$ cat config.mk
export PLATFORM = sky130hd
export DESIGN_NAME = f_fetch_stage
export DESIGN_NICKNAME = d
export VERILOG_FILES = /design/src/rtl/f_fetch_stage_pkg.sv /design/src/rtl/f_fd_reg.sv /design/src/rtl/f_fetch_stage.sv
export SDC_FILE = /design/constraint.sdc
export NUM_CORES = 1
export LEC_CHECK = 0
export CAP_MARGIN = 30
export CORE_UTILIZATION = 44
export DETAILED_ROUTE_END_ITERATION = 12
export MAX_ROUTING_LAYER = met4
export PLACE_DENSITY_LB_ADDON = 0.3
export REMOVE_ABC_BUFFERS = 1
export SLEW_MARGIN = 5
export SYNTH_ARGS = -nofsm -noshare
export SYNTH_HDL_FRONTEND = slang
export SYNTH_SLANG_ARGS = --single-unit
$ cat constraint.sdc
create_clock -name clk -period 3.1 [get_ports clk]
set_clock_uncertainty 0.15 [all_clocks]
set_input_delay 0.62 -clock clk [delete_from_list [all_inputs] [get_ports clk]]
set_output_delay 0.62 -clock clk [all_outputs]
set_load 0.03 [all_outputs]
$ cat src/rtl/f_fetch_stage_pkg.sv
// Shared constants, F/D register op encoding and the fetch-address check for the fetch stage.
package f_fetch_stage_pkg;

  localparam logic [31:0] PC_INIT_DEF   = 32'h0000_3000;
  localparam logic [31:0] PC_MIN_DEF    = 32'h0000_3000;
  localparam logic [31:0] PC_MAX_DEF    = 32'h0000_6ffc;
  localparam logic [31:0] EXC_ENTRY_DEF = 32'h0000_4180;

  localparam logic [4:0] EXCCODE_NONE = 5'd0;
  localparam logic [4:0] EXCCODE_ADEL = 5'd4;

  typedef enum logic [1:0] {
    FD_LOAD  = 2'd0,
    FD_HOLD  = 2'd1,
    FD_FLUSH = 2'd2
  } fd_op_e;

  // Misaligned or outside [lo, hi] (unsigned, inclusive) yields a single AdEL.
  function automatic logic fetch_addr_bad(input logic [31:0] pc,
                                          input logic [31:0] lo,
                                          input logic [31:0] hi);
    return (pc[1:0] != 2'b00) || (pc < lo) || (pc > hi);
  endfunction

endpackage

$ cat src/rtl/f_fd_reg.sv
// F/D pipeline register: load, hold, or flush to a nop tagged with a caller-supplied PC.
module f_fd_reg
  import f_fetch_stage_pkg::*;
#(
  parameter logic [31:0] PC_INIT = PC_INIT_DEF
) (
  input  logic        clk,
  input  logic        reset,
  input  fd_op_e      i_op,
  input  logic [31:0] i_flush_pc,
  input  logic [31:0] i_pc,
  input  logic [31:0] i_instr,
  input  logic [4:0]  i_exccode,
  input  logic        i_bd,
  output logic [31:0] o_pc,
  output logic [31:0] o_instr,
  output logic [4:0]  o_exccode,
  output logic        o_bd
);

  logic [31:0] r_pc;
  logic [31:0] r_instr;
  logic [4:0]  r_exccode;
  logic        r_bd;

  always_ff @(posedge clk) begin
    if (!reset) begin
      r_pc      <= PC_INIT;
      r_instr   <= 32'd0;
      r_exccode <= EXCCODE_NONE;
      r_bd      <= 1'b0;
    end else begin
      case (i_op)
        FD_FLUSH: begin
          r_pc      <= i_flush_pc;
          r_instr   <= 32'd0;
          r_exccode <= EXCCODE_NONE;
          r_bd      <= 1'b0;
        end
        FD_LOAD: begin
          r_pc      <= i_pc;
          r_instr   <= i_instr;
          r_exccode <= i_exccode;
          r_bd      <= i_bd;
        end
        default: begin
          r_pc      <= r_pc;
          r_instr   <= r_instr;
          r_exccode <= r_exccode;
          r_bd      <= r_bd;
        end
      endcase
    end
  end

  assign o_pc      = r_pc;
  assign o_instr   = r_instr;
  assign o_exccode = r_exccode;
  assign o_bd      = r_bd;

endmodule

$ cat src/rtl/f_fetch_stage.sv
// Fetch stage: F_PC register, fetch-address check and F/D register control.
// Define FETCH_ADEL_EN to enable the AdEL fetch-address check.
module f_fetch_stage
  import f_fetch_stage_pkg::*;
#(
  parameter logic [31:0] PC_INIT   = PC_INIT_DEF,
  parameter logic [31:0] PC_MIN    = PC_MIN_DEF,
  parameter logic [31:0] PC_MAX    = PC_MAX_DEF,
  parameter logic [31:0] EXC_ENTRY = EXC_ENTRY_DEF
) (
  input  logic        clk,
  input  logic        reset,
  input  logic [31:0] Npc,
  input  logic        stall,
  input  logic        req,
  input  logic        eret,
  input  logic        D_is_branch,
  input  logic [31:0] F_Instr,
  output logic [31:0] F_PC,
  output logic [31:0] D_PC,
  output logic [31:0] D_Instr,
  output logic [4:0]  D_ExcCode,
  output logic        D_BD
);

`ifdef FETCH_ADEL_EN
  localparam logic ADEL_EN = 1'b1;
`else
  localparam logic ADEL_EN = 1'b0;
`endif

  logic [31:0] r_pc;
  logic        w_bad;
  logic [31:0] w_instr;
  logic [4:0]  w_exccode;
  fd_op_e      w_op;
  logic [31:0] w_flush_pc;

  always_ff @(posedge clk) begin
    if (!reset)     r_pc <= PC_INIT;
    else if (req)   r_pc <= EXC_ENTRY;
    else if (stall) r_pc <= r_pc;
    else            r_pc <= Npc;
  end

  assign w_bad     = ADEL_EN & fetch_addr_bad(r_pc, PC_MIN, PC_MAX);
  assign w_instr   = w_bad ? 32'd0 : F_Instr;
  assign w_exccode = w_bad ? EXCCODE_ADEL : EXCCODE_NONE;

  // eret flushes the word fetched behind it; a stalled eret waits for the first free edge.
  always_comb begin
    w_op       = FD_LOAD;
    w_flush_pc = r_pc;
    if (req) begin
      w_op       = FD_FLUSH;
      w_flush_pc = EXC_ENTRY;
    end else if (stall) begin
      w_op = FD_HOLD;
    end else if (eret) begin
      w_op = FD_FLUSH;
    end
  end

  f_fd_reg #(
    .PC_INIT (PC_INIT)
  ) u_fd_reg (
    .clk        (clk),
    .reset      (reset),
    .i_op       (w_op),
    .i_flush_pc (w_flush_pc),
    .i_pc       (r_pc),
    .i_instr    (w_instr),
    .i_exccode  (w_exccode),
    .i_bd       (D_is_branch),
    .o_pc       (D_PC),
    .o_instr    (D_Instr),
    .o_exccode  (D_ExcCode),
    .o_bd       (D_BD)
  );

  assign F_PC = r_pc;

endmodule
# ---- Yosys cells after proc, flatten, opt, wreduce, memory -nomap -nowiden
# Index checks and enable logic that the tools add are counted.
dict set report totals {
  register_bits 97
  inputBits 70
}
dict set report classes {
  eq_ne 2
  muxes 9
  bitwise_logic 1
  n_reduce_logical 3
}
# op count
set op_table {}
lappend op_table {{$pmux W32 S2} 2}
lappend op_table {{$mux W32} 1}
lappend op_table {{$mux W15} 2}
lappend op_table {{$mux W2} 3}
lappend op_table {{$eq A2 B2 Y1 const B} 1}
lappend op_table {{$logic_not A2 Y1} 1}
lappend op_table {{$ne A2 B1 Y1 const B} 1}
lappend op_table {{$pmux W1 S2} 1}
lappend op_table {{$reduce_bool A2 Y1} 1}
lappend op_table {{$reduce_or A2 Y1} 1}
lappend op_table {{$not A1 Y1} 1}

# ---- Longest topological paths before layout
# Gate-level depths: netlist of run 1.
dict set report depth {
  word_depth 5
  depth_mapped 5
  ltp_nobuf 2
}

# ---- Hierarchy
# A second synthesis of run 1 with hierarchy kept.
dict set report unflattened {
  cells_unflattened 456
  hier_area_um2 4738.3
}
# module instances cells_each area_per_inst_um2 seq_area_each_um2
set by_module_without_submodules {}
lappend by_module_without_submodules {f_fd_reg 1 312 3300.7 1401.3}
lappend by_module_without_submodules {f_fetch_stage 1 144 1437.6 640.6}

# ---- Worst setup path after synthesis of run 1
# Ideal clock, no wire load.
dict set report synth_path {
  path_kind {input to register}
  from {input port stall}
  to {register u_fd_reg.r_instr[30] (netlist: u_fd_reg.o_instr[30])}
  setup_time_ns 0.071
  arrival_ns 1.350
  path_slack_ns 1.530
  path_stages 4
  path_buffers 2
  path_cell_list {buf_6 > buf_6 > or3b_1 > a21oi_1}
}
dict set report synth_between {
  elab_chain_cells 4
}
# element line_no
set synth_lines {}
lappend synth_lines {{start: declaration} f_fetch_stage.sv:14} ;# input logic stall,
lappend synth_lines {{$mux W2 (*)} f_fetch_stage.sv:57} ;# end else if (stall) begin
lappend synth_lines {{$mux W2 (*)} f_fetch_stage.sv:54} ;# if (req) begin
lappend synth_lines {{$eq A2 B2 Y1 or $logic_not A2 Y1 (tied branches)} f_fd_reg.sv:33} ;# case (i_op)
lappend synth_lines {{$pmux W32 S2 or $reduce_bool A2 Y1 (tied branches)} --}
lappend synth_lines {{end signal: assignment} f_fd_reg.sv:42} ;# r_instr <= i_instr;
lappend synth_lines {{end signal: assignment} f_fd_reg.sv:48} ;# r_instr <= r_instr;
lappend synth_lines {{end: declaration} f_fd_reg.sv:22} ;# logic [31:0] r_instr;
# Every way passes the cells marked *; elsewhere a longest branch is shown, timed or not.
# A chain may end at the register's enable or synchronous reset.

# ---- Final worst setup path of run 1
dict set report layout_path {
  from {register r_pc[16] (netlist: F_PC[16])}
  to {output port F_PC[16]}
}
# element line_no
set layout_lines {}
lappend layout_lines {{start: declaration} f_fetch_stage.sv:32} ;# logic [31:0] r_pc;
lappend layout_lines {{start signal: assignment} f_fetch_stage.sv:42} ;# else if (stall) r_pc <= r_pc;
lappend layout_lines {{start signal: assignment} f_fetch_stage.sv:43} ;# else r_pc <= Npc;
lappend layout_lines {{end: declaration} f_fetch_stage.sv:19} ;# output logic [31:0] F_PC,
# No word-level cell between the ends.

==> key figures, run 1 <==
Clock tree
  • Maximum buffer depth of the clock tree: 2
  • Clock Sinks: 97
  • TritonCTS clock tree: done
  • Post-CTS setup buffers: 0
  • Cts hold-fix bufs: 0
  • CTS resizes: 0
  • Worst-Skew Late Latency: 340 ps
  • H-tree depth: 3
  • Clock slew at reported path FFs: 100 ps
  • CTS buffer count: 9
  • Root Buffer: clkbuf_8

Yosys
  • Sequential element share of the synthesized area: 53.2%
  • Synthesized instance count: 360
  • Xor and xnor area share after synthesis: 0%
  • Top area cells in the synthesized netlist: dfxtp_1 (53%), mux2i_1 (16%), or3b_2 (6.2%)
  • Area share of the leading cell type in the synthesized netlist: 53.2%
  • Synthesis Warnings: 0
  • Post-Synth Adder-Cell Area: 0%
  • Compound-gate portion of the synthesized area: 6.30%
  • Post-synth EDFFs: 0
  • #FFs+latches synth: 97
  • Proportion of synthesized area in mux cells: 17.7%
  • Post-Synth Simple-Gate Area: 17.0%
  • Mapped cell area: 3650 um2
  • Largest family of logic cells by synthesized area: multiplexers
  • Synth cell types: 16
  • Avg Cell Area, Syn: 10.1 um2
  • Ys async rst share: 0%
  • Post-synth top flop: dfxtp_1
  • Synth area leader: dfxtp_1

Power
  • Comb pwr share: 15.1%
  • Net switching power: 625 uW
  • Pint: 1.87 mW
  • Seq pwr share: 52.1%
  • PD cells: 451 nW/um2
  • VDD IR max: 270 uV
  • Leakage: 2.11 nW
  • Clock power share: 32.9%
  • Sw Share: 25.0%

Run
  • Max-Cap Viols: 0

Cells and area
  • Most frequent cells in the layout: clkdlybuf4s50_1 (165), dfxtp_1 (97), mux2i_1 (58)
  • Most common cell after layout, fill and taps aside: clkdlybuf4s50_1
  • Layout cells sized above 1: 11.0%
  • ANT cells: 0
  • Fin nets: 584
  • Layout fillers: 602
  • Area grow syn2layout: 51.4%
  • Finished Cell Area: 5530 um2

Critical path
  • CP endpoint kind: output pin
  • Arr. time, crit path: 1440 ps
  • Setup Crit Path Kind: flop to output pin
  • CP top delay family: buffers and inverters
  • Crit-path max cell delay: 690 ps
  • FF-to-FF End: u_fd_reg.o_pc[14]
  • Critical Path Start Type: flop
  • Worst path cell trace: clkdlybuf4s50_1
  • R2r startpoint: F_PC[14]
  • Cell count of the worst reg-to-reg path: 2
  • WP buf/inv: 1
  • R2R setup slack: 2090 ps
  • Worst setup path start: F_PC[16]
  • CP max FO: 3
  • Critical Path RT: 2330 ps
  • CP max stage cell: clkdlybuf4s50_1

Placement
  • Placed inst area: 5330 um2
  • Final HPWL DP: 5.99 mm
  • PortBufs: 166
  • GPL Wtd Cong: 0.735

Timing
  • Max_slew headroom: 41.1%
  • Final TNS setup: 0 ps
  • Period minus WS final: 2210 ps
  • Unrepaired setup endpoints after global routing: false
  • Worst slew pin tran: 884 ps
  • F_max: 453 MHz
  • Final setup fails: 0
  • Hold Violations, Final: 0
  • Final period util: 71.2%
  • Slew Limit Fails: 0

Die
  • Die height: 93.1 um
  • Die Wd: 93.1 um
  • Num ports: 172
  • Die Area: 8670 um2
  • Starting Density: 46.3%
  • Core Region: 7890 um2
  • Cell Rows: 32

Global routing
  • Total grt overflow: 0
  • GRT Resource Usage Total: 20.5%
  • Vias in the first global route: 2858
  • Pin count of the biggest net entering global routing: 88
  • Initial antenna violation count: 0
  • First-pass GRT wire length: 13.6 mm

Min path
  • Hold/Removal Path Class: flop to flop
  • HP Start: u_fd_reg.o_instr[22]
  • Hold-critical path depth: 2
  • WHS Endpoint: u_fd_reg.o_instr[22]

Routing
  • Wire per inst: 13.9 um
  • Detailed Route WL: 8.61 mm
  • Routed vias/inst: 4.83
  • Iteration-0 DRC Markers: 78
  • Total iterations of the first detailed-routing run: 4
  • Routed Antenna Nets: 0
  • DRC: 0
  • Via count: 2997

Outcome
  • Status: finished clean
-- through the flow --
step | utilization (%) | hold WS [ps] | worst slack (ps) | total power, mW | std cells
detailed placement | 67.5 | 301 | 844 | 1.70 | 605
finish | 70.1 | 312 | 893 | 2.50 | 621
CTS | 70.1 | 315 | 874 | 2.52 | 621
global route | 70.1 | 332 | 844 | 2.60 | 621
floorplan | - | 435 | 487 | 1.49 | 330
global placement | 67.5 | 296 | 894 | 1.70 | 605
-- state kept, by name, indices dropped and copies added (netlist names) --
name and flops:
u_fd_reg.o_bd 1, u_fd_reg.o_pc 32, F_PC 32, u_fd_reg.o_instr 32
-- final cells by class --
| cell class | count | area, um2 | share of cell area [%] |
|---|---|---|---|
| flip-flops and latches | 97 | 1940 | 35.1 |
| repair buffers | 173 | 1740 | 31.4 |
| multi-input cells | 233 | 1520 | 27.5 |
| clock buffers | 10 | 138 | 2.49 |
| well taps | 102 | 128 | 2.31 |
| clock inverters | 6 | 67.6 | 1.22 |
-- power groups by stage --
stage                     registers [mW]  logic (mW)  clock network [mW]
final                               1.30       0.376               0.820
after detailed placement            1.33       0.376                   0
after floorplan                     1.39      0.0978                   0
after CTS                           1.30       0.378               0.845
after global routing                1.30       0.399               0.894
after global placement              1.33       0.371                   0
-- synthesized netlist by cell type (all sizes together), types with 4 or more instances --
library cell / count
a21oi: 33
nor2: 54
o21ai: 4
clkbuf: 14
o21a: 6
nand2: 33
mux2: 6
or3b: 33
mux2i: 58
dfxtp: 97
buf: 20
-- worst max path at each step --
| stage | endpoint | cells after the start |
|---|---|---|
| global placement | u_fd_reg.o_pc[20] | 4 |
| CTS | F_PC[16] | 1 |
| global route | F_PC[6] | 1 |
| detailed placement | F_PC[30] | 4 |
| finish | F_PC[16] | 1 |
| floorplan | F_PC[0] | 2 |
-- logic make-up after synthesis --
family,count (synthesis)
and+or+nand+nor,121
DFF,97
muxes,64
AOI/OAI and AO/OA,43
buffers and inverters,34
other,1
-- metal layers --
layer	share of wire, %	GRT usage, %	vias to the layer above
li1	-	-	1500
met1	45	24.9	1364
met2	46	32.9	124
met3	8.2	5.45	9
met4	1.0	6.92	0
met5	0	-	-
Note: power is estimated with default switching activity, not from simulation.
==> inputs of run 2 (changes only) <==
--- a/config.mk
+++ b/config.mk
@@ -6,7 +6,7 @@
 export NUM_CORES = 1
 export LEC_CHECK = 0
 export CAP_MARGIN = 30
-export CORE_UTILIZATION = 44
+export CORE_UTILIZATION = 41
 export DETAILED_ROUTE_END_ITERATION = 12
 export MAX_ROUTING_LAYER = met4
 export PLACE_DENSITY_LB_ADDON = 0.3
==> constraint.sdc (replaced) <==
create_clock -name clk -period 2.1 [get_ports clk]
set_clock_uncertainty 0.15 [all_clocks]
set_input_delay 0.42 -clock clk [delete_from_list [all_inputs] [get_ports clk]]
set_output_delay 0.42 -clock clk [all_outputs]
set_load 0.03 [all_outputs]
==> run 2 against run 1 <==
  * Critical endpoint is now F_PC[31]
  * Combinational power up 48%
  * First-iteration DRC count down 24%
  * Setup slack worse by 780 ps
  * Highest routed layer unchanged
==> key figures, run 2 (synthesis gave the netlist of run 1 again) <==
Outcome
  • Status: finished clean (unchanged)

Timing
  • F_max: 504 MHz
  • Hold Violations, Final: 0 (unchanged)
  • Unrepaired setup endpoints after global routing: false (unchanged)
  • Final setup fails: 0 (unchanged)
  • Final TNS setup: 0 ps (unchanged)
  • Period minus WS final: 1980 ps
  • Worst slew pin tran: 557 ps (was 884 ps)
  • Fin worst setup slack: 116 ps (was 893 ps)
  • Final period util: 94.5%
  • Slew Limit Fails: 0 (unchanged)
  • Max_slew headroom: 62.9% (was 41.1%)
  • WHS: 313 ps (was 312 ps)

Critical path
  • Critical Path Start Type: flop (unchanged)
  • Worst path cell trace: clkdlybuf4s50_1 (unchanged)
  • Crit-path max cell delay: 710 ps (was 690 ps)
  • WP buf/inv: 1 (unchanged)
  • R2r startpoint: F_PC[7] (was F_PC[14])
  • CP top delay family: buffers and inverters (unchanged)
  • Arr. time, crit path: 1410 ps (was 1440 ps)
  • R2R setup slack: 1090 ps (was 2090 ps)
  • CP max FO: 3 (unchanged)
  • CP max stage cell: clkdlybuf4s50_1 (unchanged)
  • Critical Path RT: 1530 ps (was 2330 ps)
  • Cell count of the worst reg-to-reg path: 2 (unchanged)
  • CP endpoint kind: output pin (unchanged)
  • Worst setup path start: F_PC[31] (was F_PC[16])
  • Setup Crit Path Kind: flop to output pin (unchanged)
  • FF-to-FF End: F_PC[7] (was u_fd_reg.o_pc[14])

Global routing
  • Pin count of the biggest net entering global routing: 88 (unchanged)
  • First-pass GRT wire length: 13.2 mm (was 13.6 mm)
  • Vias in the first global route: 2943 (was 2858)
  • Total grt overflow: 0 (unchanged)
  • Initial antenna violation count: 0 (unchanged)
  • GRT Resource Usage Total: 18.9% (was 20.5%)

Die
  • Die Wd: 96.4 um (was 93.1 um)
  • Die height: 96.4 um (was 93.1 um)
  • Starting Density: 42.1% (was 46.3%)
  • Cell Rows: 34 (was 32)
  • Num ports: 172 (unchanged)
  • Die Area: 9290 um2 (was 8670 um2)
  • Core Region: 8680 um2 (was 7890 um2)

Routing
  • Routed vias/inst: 4.72 (was 4.83)
  • Wire per inst: 13.6 um (was 13.9 um)
  • Routed Antenna Nets: 0 (unchanged)
  • Detailed Route WL: 8.60 mm (was 8.61 mm)
  • Iteration-0 DRC Markers: 59 (was 78)
  • Total iterations of the first detailed-routing run: 6 (was 4)
  • DRC: 0 (unchanged)
  • Via count: 2974 (was 2997)

Clock tree
  • CTS resizes: 0 (unchanged)
  • TritonCTS clock tree: done (unchanged)
  • Root Buffer: clkbuf_8 (unchanged)
  • Clock slew at reported path FFs: 90 ps (was 100 ps)
  • CTS buffer count: 9 (unchanged)
  • H-tree depth: 3 (unchanged)
  • Clock Sinks: 97 (unchanged)
  • Post-CTS setup buffers: 0 (unchanged)
  • Worst-Skew Late Latency: 350 ps (was 340 ps)
  • Maximum buffer depth of the clock tree: 2 (unchanged)
  • Cts hold-fix bufs: 0 (unchanged)

Placement
  • GPL Wtd Cong: 0.745 (was 0.735)
  • Placed inst area: 5360 um2 (was 5330 um2)
  • Setup WS pre-CTS: 192 ps (was 844 ps)
  • PortBufs: 166 (unchanged)
  • Final HPWL DP: 5.95 mm (was 5.99 mm)
  • Placed cells: 614 (was 605)

Cells and area
  • Final Instance Count excl. Fillers: 630 (was 621)
  • Finished Cell Area: 5550 um2 (was 5530 um2)
  • Most frequent cells in the layout: clkdlybuf4s50_1 (165), dfxtp_1 (97), mux2i_1 (58) (unchanged)
  • Area grow syn2layout: 52.0% (was 51.4%)
  • Layout fillers: 740 (was 602)
  • Layout cells sized above 1: 11.3% (was 11.0%)
  • ANT cells: 0 (unchanged)
  • Fin nets: 587 (was 584)
  • Most common cell after layout, fill and taps aside: clkdlybuf4s50_1 (unchanged)
  • Post-layout util: 64.0% (was 70.1%)

Power
  • Pint: 2.76 mW (was 1.87 mW)
  • PD cells: 662 nW/um2 (was 451 nW/um2)
  • Comb pwr share: 15.2% (was 15.1%)
  • Clock power share: 32.7% (was 32.9%)
  • Total power: 3.67 mW (was 2.50 mW)
  • Net switching power: 915 uW (was 625 uW)
  • VDD IR max: 368 uV (was 270 uV)
  • Seq pwr share: 52.2% (was 52.1%)
  • Leakage: 2.12 nW (was 2.11 nW)
  • Sw Share: 24.9% (was 25.0%)

Min path
  • Hold-critical path depth: 2 (unchanged)
  • Hold/Removal Path Class: flop to flop (unchanged)
  • HP Start: u_fd_reg.o_instr[20] (was u_fd_reg.o_instr[22])
  • WHS Endpoint: u_fd_reg.o_instr[20] (was u_fd_reg.o_instr[22])

Run
  • Max-Cap Viols: 0 (unchanged)
[run 2: changes by cell type in the layout (fill, tap and decap cells not counted)]
cell and change:
buf_4 +3, clkinv_4 -2, clkbuf_1 +1, clkinv_2 +1
[run 2: how the worst max path moves through the flow]
stage	end	slack [ps]	cells after the start
2_1_floorplan	F_PC[0]	-310	2
3_3_place_gp	u_fd_reg.o_instr[25]	240	4
5_1_grt	F_PC[31]	50	1
3_5_place_dp	u_fd_reg.o_instr[27]	190	4
6_report	F_PC[31]	120	1
4_1_cts	F_PC[31]	90	1
[run 2: layout make-up]
| type | instances | area (um2) | share of cell area (%) |
|---|---|---|---|
| Clock inverter | 5 | 55.1 | 0.991 |
| Sequential cell | 97 | 1940 | 35.0 |
| Multi-Input combinational cell | 233 | 1520 | 27.4 |
| Timing Repair Buffer | 176 | 1760 | 31.7 |
| Clock buffer | 11 | 141 | 2.55 |
| Tap cell | 108 | 135 | 2.43 |
[run 2: routing by layer]
layer	GRT usage, %	up-vias	wire length, um
li1	-	1503	-
met1	21.0	1355	3610
met2	31.0	109	4070
met3	6.89	7	857
met4	7.11	0	64
met5	-	-	0
[run 2: power groups by stage]
stage               combinational, mW  clock, mW  sequential, mW
floorplan                       0.144          0            2.05
global placement                0.552          0            1.96
detailed placement              0.559          0            1.96
CTS                             0.562       1.23            1.92
global route                    0.596       1.30            1.92
finish                          0.558       1.20            1.92
